**config.mk**
```make
export PLATFORM = sky130hd
export DESIGN_NAME = id_stage
export DESIGN_NICKNAME = d
export VERILOG_FILES = /design/src/rtl/id_stage.sv
export SDC_FILE = /design/constraint.sdc
export NUM_CORES = 2
export LEC_CHECK = 0
export CAP_MARGIN = 15
export CORE_ASPECT_RATIO = 1.4
export CORE_MARGIN = 5
export CORE_UTILIZATION = 50
export CTS_BUF_LIST = sky130_fd_sc_hd__clkbuf_4
export DETAILED_ROUTE_END_ITERATION = 10
export PLACE_DENSITY = 0.68
export SYNTH_ARGS = -nofsm -noshare
export SYNTH_HDL_FRONTEND = slang
export SYNTH_SLANG_ARGS = --single-unit
```
**constraint.sdc**
```tcl
create_clock -name clk -period 4.4 [get_ports clk]
set_input_delay 1.32 -clock clk [delete_from_list [all_inputs] [get_ports clk]]
set_output_delay 1.32 -clock clk [all_outputs]
set_load 0.02 [all_outputs]
```
**src/rtl/id_stage.sv**
```systemverilog
// Purpose: MIPS-32 instruction decode stage: control decode, 32x32 register file with WB bypass, sign extension, load-use detection, ID/EX latch.
// Latency: one cycle from instr_in/npc_in to the ID/EX outputs; WB write to read is zero cycles through the bypass.
// Backpressure: stall is combinational; it holds PC and IF/ID upstream while this stage inserts a bubble into ID/EX.
//
// Ports:
//   clk, rst_n                          pipeline clock, asynchronous active-low reset
//   npc_in, instr_in                    PC+4 and instruction from the IF/ID latch
//   flush                               branch-taken squash, turns the next ID/EX capture into a bubble
//   wb_regwrite, wb_write_reg,
//   wb_write_data                       register-file write port driven by WB
//   stall                               load-use hazard indication to IF
//   wb_ctl_out {RegWrite, MemtoReg}, m_ctl_out {Branch, MemRead, MemWrite},
//   ex_ctl_out {RegDst, ALUOp[1:0], ALUSrc}, npc_out, rd1_out, rd2_out,
//   imm_out, rt_out, rd_out, rs_out     ID/EX latch contents

module id_stage (
    input  logic        clk,
    input  logic        rst_n,
    input  logic [31:0] npc_in,
    input  logic [31:0] instr_in,
    input  logic        flush,
    input  logic        wb_regwrite,
    input  logic [4:0]  wb_write_reg,
    input  logic [31:0] wb_write_data,
    output logic        stall,
    output logic [1:0]  wb_ctl_out,
    output logic [2:0]  m_ctl_out,
    output logic [3:0]  ex_ctl_out,
    output logic [31:0] npc_out,
    output logic [31:0] rd1_out,
    output logic [31:0] rd2_out,
    output logic [31:0] imm_out,
    output logic [4:0]  rt_out,
    output logic [4:0]  rd_out,
    output logic [4:0]  rs_out
);

    localparam logic [5:0] OP_RTYPE = 6'h00;
    localparam logic [5:0] OP_LW    = 6'h23;
    localparam logic [5:0] OP_SW    = 6'h2B;
    localparam logic [5:0] OP_BEQ   = 6'h04;

    // Instruction fields
    logic [5:0]  w_opcode;
    logic [4:0]  w_rs;
    logic [4:0]  w_rt;
    logic [4:0]  w_rd;
    logic [15:0] w_imm;

    assign w_opcode = instr_in[31:26];
    assign w_rs     = instr_in[25:21];
    assign w_rt     = instr_in[20:16];
    assign w_rd     = instr_in[15:11];
    assign w_imm    = instr_in[15:0];

    // Decoded control
    logic [1:0] w_wb_ctl;
    logic [2:0] w_m_ctl;
    logic [3:0] w_ex_ctl;

    always_comb begin
        w_wb_ctl = 2'b00;
        w_m_ctl  = 3'b000;
        w_ex_ctl = 4'b0000;
        case (w_opcode)
            OP_RTYPE: begin
                w_wb_ctl = 2'b10;     // RegWrite
                w_ex_ctl = 4'b1100;   // RegDst, ALUOp=10
            end
            OP_LW: begin
                w_wb_ctl = 2'b11;     // RegWrite, MemtoReg
                w_m_ctl  = 3'b010;    // MemRead
                w_ex_ctl = 4'b0001;   // ALUSrc
            end
            OP_SW: begin
                w_m_ctl  = 3'b001;    // MemWrite
                w_ex_ctl = 4'b0001;   // ALUSrc
            end
            OP_BEQ: begin
                w_m_ctl  = 3'b100;    // Branch
                w_ex_ctl = 4'b0010;   // ALUOp=01
            end
            default: ;                // unknown opcode decodes as a NOP
        endcase
    end

    // Register file; $0 is never written and always reads as zero
    logic [31:0] r_regs [32];
    logic        w_wb_we;
    logic [31:0] w_rd1;
    logic [31:0] w_rd2;

    assign w_wb_we = wb_regwrite && (wb_write_reg != 5'd0);

    always_ff @(posedge clk or negedge rst_n) begin
        if (!rst_n) begin
            for (int i = 0; i < 32; i++) begin
                r_regs[i] <= 32'd0;
            end
        end else if (w_wb_we) begin
            r_regs[wb_write_reg] <= wb_write_data;
        end
    end

    // Write-first bypass: a same-cycle WB write to the register being read wins
    always_comb begin
        if (w_rs == 5'd0)
            w_rd1 = 32'd0;
        else if (w_wb_we && (wb_write_reg == w_rs))
            w_rd1 = wb_write_data;
        else
            w_rd1 = r_regs[w_rs];

        if (w_rt == 5'd0)
            w_rd2 = 32'd0;
        else if (w_wb_we && (wb_write_reg == w_rt))
            w_rd2 = wb_write_data;
        else
            w_rd2 = r_regs[w_rt];
    end

    // ID/EX latch
    logic [1:0]  r_wb_ctl;
    logic [2:0]  r_m_ctl;
    logic [3:0]  r_ex_ctl;
    logic [31:0] r_npc;
    logic [31:0] r_rd1;
    logic [31:0] r_rd2;
    logic [31:0] r_imm;
    logic [4:0]  r_rt;
    logic [4:0]  r_rd;
    logic [4:0]  r_rs;
    logic        w_stall;
    logic        w_bubble;

    // A load now in ID/EX whose destination is a source of the instruction in ID
    assign w_stall  = r_m_ctl[1] && (r_rt != 5'd0) && ((r_rt == w_rs) || (r_rt == w_rt));
    assign w_bubble = flush || w_stall;

    always_ff @(posedge clk or negedge rst_n) begin
        if (!rst_n) begin
            r_wb_ctl <= 2'b00;
            r_m_ctl  <= 3'b000;
            r_ex_ctl <= 4'b0000;
            r_npc    <= 32'd0;
            r_rd1    <= 32'd0;
            r_rd2    <= 32'd0;
            r_imm    <= 32'd0;
            r_rt     <= 5'd0;
            r_rd     <= 5'd0;
            r_rs     <= 5'd0;
        end else begin
            // Only the controls are squashed; data fields load regardless
            r_wb_ctl <= w_bubble ? 2'b00   : w_wb_ctl;
            r_m_ctl  <= w_bubble ? 3'b000  : w_m_ctl;
            r_ex_ctl <= w_bubble ? 4'b0000 : w_ex_ctl;
            r_npc    <= npc_in;
            r_rd1    <= w_rd1;
            r_rd2    <= w_rd2;
            r_imm    <= {{16{w_imm[15]}}, w_imm};
            r_rt     <= w_rt;
            r_rd     <= w_rd;
            r_rs     <= w_rs;
        end
    end

    assign stall      = w_stall;
    assign wb_ctl_out = r_wb_ctl;
    assign m_ctl_out  = r_m_ctl;
    assign ex_ctl_out = r_ex_ctl;
    assign npc_out    = r_npc;
    assign rd1_out    = r_rd1;
    assign rd2_out    = r_rd2;
    assign imm_out    = r_imm;
    assign rt_out     = r_rt;
    assign rd_out     = r_rd;
    assign rs_out     = r_rs;

endmodule

```
==> report_table.html <==
<table>
<tr><th>Metric</th><th>Value</th></tr>
<tr><th colspan="2">Yosys</th></tr>
<tr><td>Number of distinct library cells after synthesis</td><td>57</td></tr>
<tr><td>Fraction of synthesized cell area taken by the top area cell type</td><td>49.2%</td></tr>
<tr><td>Number of warnings reported in the yosys synthesis log</td><td>0</td></tr>
<tr><td>Most area-consuming cells after synthesis</td><td>sky130_fd_sc_hd__dfrtp_1, sky130_fd_sc_hd__mux2_2, sky130_fd_sc_hd__mux4_2</td></tr>
<tr><td>Async S/R FF share, synth</td><td>100%</td></tr>
<tr><td>Portion of the post-synthesis area used by sequential elements</td><td>49.2%</td></tr>
<tr><td>Top cell type by total area after synthesis</td><td>sky130_fd_sc_hd__dfrtp_1</td></tr>
<tr><td>Post-Syn Nets</td><td>4157</td></tr>
<tr><td>Flip-flop and latch count after synthesis</td><td>1153</td></tr>
<tr><td>Mean area per synthesized cell</td><td>14.5 um^2</td></tr>
<tr><td>Mapped cell area</td><td>58600 um^2</td></tr>
<tr><td>EDFF count, synth</td><td>0</td></tr>
<tr><td>Gate count after technology mapping</td><td>4052</td></tr>
<tr><td>Flip-flop cell with the highest count after synthesis</td><td>sky130_fd_sc_hd__dfrtp_1</td></tr>
<tr><th colspan="2">Clock tree</th></tr>
<tr><td>Maximum level of the CTS H-tree</td><td>5</td></tr>
<tr><td>Number of clock sinks</td><td>1153</td></tr>
<tr><td>Total clock buffers created by CTS</td><td>307</td></tr>
<tr><td>Clock tree from TritonCTS</td><td>yes</td></tr>
<tr><td>Worst-skew pair later-pin latency</td><td>1.30 ns</td></tr>
<tr><td>Longest Clk Path Bufs</td><td>4</td></tr>
<tr><td>Root buffer selected by CTS</td><td>sky130_fd_sc_hd__clkbuf_4</td></tr>
<tr><td>Number of setup buffers added after CTS</td><td>0</td></tr>
<tr><td>CTS clk-pin slew, worst paths</td><td>0.07 ns</td></tr>
<tr><th colspan="2">STA</th></tr>
<tr><td>Setup-violating endpoint count in the final report</td><td>0</td></tr>
<tr><td>Slew at the pin with the worst max-slew slack</td><td>1.22 ns</td></tr>
<tr><td>Final hold violation count</td><td>0</td></tr>
<tr><td>Sum of negative setup slack</td><td>0 ns</td></tr>
<tr><td>Post-route worst setup slack</td><td>0.262 ns</td></tr>
<tr><td>Final critical delay including setup and external delays</td><td>4.14 ns</td></tr>
<tr><td>Max Slew Vio Count</td><td>0</td></tr>
<tr><td>Fin crit share</td><td>94.1%</td></tr>
<tr><td>Worst setup skew after layout</td><td>0.0951 ns</td></tr>
<tr><td>RSZ-0062 raised after global routing</td><td>no</td></tr>
<tr><td>Slew headroom</td><td>18.7%</td></tr>
<tr><td>Highest clock rate</td><td>242 MHz</td></tr>
<tr><th colspan="2">Hold path</th></tr>
<tr><td>Hold/Removal Path Class</td><td>flop to flop</td></tr>
<tr><td>Number of stages on the worst hold path</td><td>0</td></tr>
<tr><th colspan="2">Power and ir drop</th></tr>
<tr><td>Total leakage power</td><td>29.6 nW</td></tr>
<tr><td>Power density cells</td><td>429 nW/um^2</td></tr>
<tr><td>Peak VDD IR</td><td>0.289 mV</td></tr>
<tr><th colspan="2">Global routing</th></tr>
<tr><td>Initial antenna violation count</td><td>5</td></tr>
<tr><td>Number of global-route vias before repair</td><td>42621</td></tr>
<tr><td>Aggregate global routing overflow</td><td>0</td></tr>
<tr><td>Total global-route track usage</td><td>32.2%</td></tr>
<tr><td>First-pass GRT wire length</td><td>294000 um</td></tr>
<tr><td>Maximum number of pins on one net before global-route repair</td><td>96</td></tr>
<tr><th colspan="2">Placed design</th></tr>
<tr><td>Routability Congestion</td><td>0.855</td></tr>
<tr><td>Worst slack, placed</td><td>0.193 ns</td></tr>
<tr><td>Number of buffers added on ports</td><td>257</td></tr>
<tr><td>Half-perimeter wire length after detailed placement</td><td>120000 um</td></tr>
<tr><th colspan="2">Detailed routing</th></tr>
<tr><td>Via density</td><td>6.74</td></tr>
<tr><td>Total Routed Length</td><td>201000 um</td></tr>
<tr><td>Routed Antenna Nets</td><td>0</td></tr>
<tr><td>Vias after detailed routing</td><td>40869</td></tr>
<tr><td>Avg WL per Cell</td><td>33.2 um</td></tr>
<tr><td>Violation count after the first detailed-routing iteration</td><td>4226</td></tr>
<tr><td>Detailed-router iteration count before antenna repair</td><td>6</td></tr>
<tr><td>Drt drc</td><td>0</td></tr>
<tr><th colspan="2">Die</th></tr>
<tr><td>Core box area</td><td>116000 um^2</td></tr>
<tr><td>Number of cell rows</td><td>148</td></tr>
<tr><td>Floorplan die width</td><td>299 um</td></tr>
<tr><td>Effective utilization at floorplan</td><td>50.3%</td></tr>
<tr><td>Vertical die dimension</td><td>415 um</td></tr>
<tr><td>Die Outline Area</td><td>124000 um^2</td></tr>
<tr><td>Boundary pin count</td><td>258</td></tr>
<tr><th colspan="2">Layout</th></tr>
<tr><td>Growth of design area from synthesis to finish</td><td>14.6%</td></tr>
<tr><td>Commonest non-fill, non-tap cell in the layout</td><td>sky130_fd_sc_hd__dfrtp_1</td></tr>
<tr><td>Area used by sequential logic in the layout</td><td>28900 um^2</td></tr>
<tr><td>Most frequent cells in the layout</td><td>sky130_fd_sc_hd__dfrtp_1, sky130_fd_sc_hd__mux2_2, sky130_fd_sc_hd__clkbuf_4</td></tr>
<tr><td>Share of final-layout standard cells stronger than drive strength 1</td><td>46.5%</td></tr>
<tr><td>Nets</td><td>4502</td></tr>
<tr><td>Fill count</td><td>9363</td></tr>
<tr><td>Total area of multi-input combinational cells</td><td>27800 um^2</td></tr>
<tr><th colspan="2">Setup path</th></tr>
<tr><td>Nature of the critical path startpoint</td><td>flop</td></tr>
<tr><td>Critical Path End Type</td><td>output port</td></tr>
<tr><td>Delay contributed by the slowest stage of the critical path</td><td>0.46 ns</td></tr>
<tr><td>Critical path, cell by cell</td><td>xor2_1 -&gt; nor3_1 -&gt; nand3_1 -&gt; a21oi_1 -&gt; dlygate4sd2_1</td></tr>
<tr><td>Logic depth of the worst register-to-register path</td><td>5</td></tr>
<tr><td>Crit Path Max Fanout</td><td>4</td></tr>
<tr><td>Slowest cell on the critical path</td><td>sky130_fd_sc_hd__dfrtp_1</td></tr>
<tr><td>Setup Crit Path Kind</td><td>flop to output port</td></tr>
<tr><td>Arrival @ worst endpoint</td><td>2.82 ns</td></tr>
<tr><td>Worst EP required</td><td>3.08 ns</td></tr>
<tr><th colspan="2">Status</th></tr>
<tr><td>Outcome</td><td>complete, no violations</td></tr>
<tr><th colspan="2">Flow run</th></tr>
<tr><td>Max Cap Viol</td><td>0</td></tr>
</table>
state kept, by name (all words and copies together) (netlist names):
signal / cells
r_regs: 1024
npc_out: 32
rd1_out: 32
rd2_out: 32
imm_out: 12
rs_out: 5
rt_out: 5
rd_out: 4
ex_ctl_out: 3
m_ctl_out: 3
wb_ctl_out: 1
area by class of cell:
| type | instances | area share [%] |
|---|---|---|
| antenna | 9 | 0.0335 |
| clock buffer | 416 | 4.65 |
| clock inverter | 53 | 0.382 |
| inverter | 7 | 0.0391 |
| multi-input combinational | 2426 | 41.4 |
| sequential | 1153 | 42.9 |
| tap | 1500 | 2.79 |
| timing repair buffer | 502 | 7.76 |
routing by layer:
metal	vias to the layer above	track usage (%)	wire length, um
li1	16339	-	-
met1	21594	40.8	75100
met2	2288	52.0	97000
met3	644	8.04	17400
met4	4	15.8	12000
met5	-	0	27
power breakdown:
group	switching, W	internal (W)
logic	0.00258	0.00352
clock network	0.00441	0.00443
registers	0.00141	0.0125
cell families after synthesis:
logic type / Yosys count / share of synthesized area (%)
muxes: 1693 / 38.9
buffers and inverters: 473 / 3.78
AOI/OAI and AO/OA: 413 / 5.30
xor gates and xnor gates: 20 / 0.299
DFF: 1153 / 49.2
and+or+nand+nor: 300 / 2.46
what timing repair did:
item	CTS	global route
setup endpoints to repair	1	0
gates resized for setup	1	0
hold buffers	1	0
hold endpoints to repair	32	0
worst max-delay path, delay by kind of cell (launching register included):
family	cells	cell delay, ns
AOI/OAI and AO/OA	1	0.22
xor gates and xnor gates	1	0.19
buffers and inverters	1	0.37
DFF	1	0.46
and+or+nand+nor	2	0.33
worst paths after layout:
kind / to / slack [ns] / from
setup / recovery: stall / 0.26 / rt_out[2]
hold / removal: r_regs[994] / 0.40 / r_regs[994]
setup reg to reg: wb_ctl_out[1] / 2.32 / rt_out[2]
hold reg to reg: r_regs[994] / 0.40 / r_regs[994]
max in group asynchronous: r_regs[130] / 2.56 / rst_n
min in group asynchronous: r_regs[469] / 0.69 / rst_n
synthesized netlist by cell type, types with 33 or more instances:
| master | count |
|---|---|
| sky130_fd_sc_hd__nor3_1 | 63 |
| sky130_fd_sc_hd__nand3_1 | 33 |
| sky130_fd_sc_hd__clkbuf_1 | 247 |
| sky130_fd_sc_hd__mux4_2 | 364 |
| sky130_fd_sc_hd__buf_2 | 86 |
| sky130_fd_sc_hd__buf_1 | 63 |
| sky130_fd_sc_hd__a221oi_1 | 40 |
| sky130_fd_sc_hd__o22ai_1 | 48 |
| sky130_fd_sc_hd__a21oi_1 | 55 |
| sky130_fd_sc_hd__dfrtp_1 | 1153 |
| sky130_fd_sc_hd__a22oi_1 | 111 |
| sky130_fd_sc_hd__mux2i_1 | 310 |
| sky130_fd_sc_hd__mux2_2 | 1015 |
| sky130_fd_sc_hd__nor2_1 | 64 |
| sky130_fd_sc_hd__buf_4 | 50 |
| sky130_fd_sc_hd__nand2_1 | 82 |
stage by stage:
step / instance area, um^2 / cells / hold slack (ns) / utilization (%) / power, W
after floorplan: 58600 / 4052 / 0.441 / - / 0.0179
after global placement: 63600 / 5580 / 0.377 / 54.6 / 0.0199
after detailed placement: 63600 / 5581 / 0.384 / 54.6 / 0.0201
after CTS: 67000 / 6051 / 0.376 / 57.5 / 0.0290
after global routing: 67200 / 6061 / 0.385 / 57.7 / 0.0302
final: 67200 / 6066 / 0.399 / 57.7 / 0.0289
Note: power is estimated with default switching activity, not from simulation.
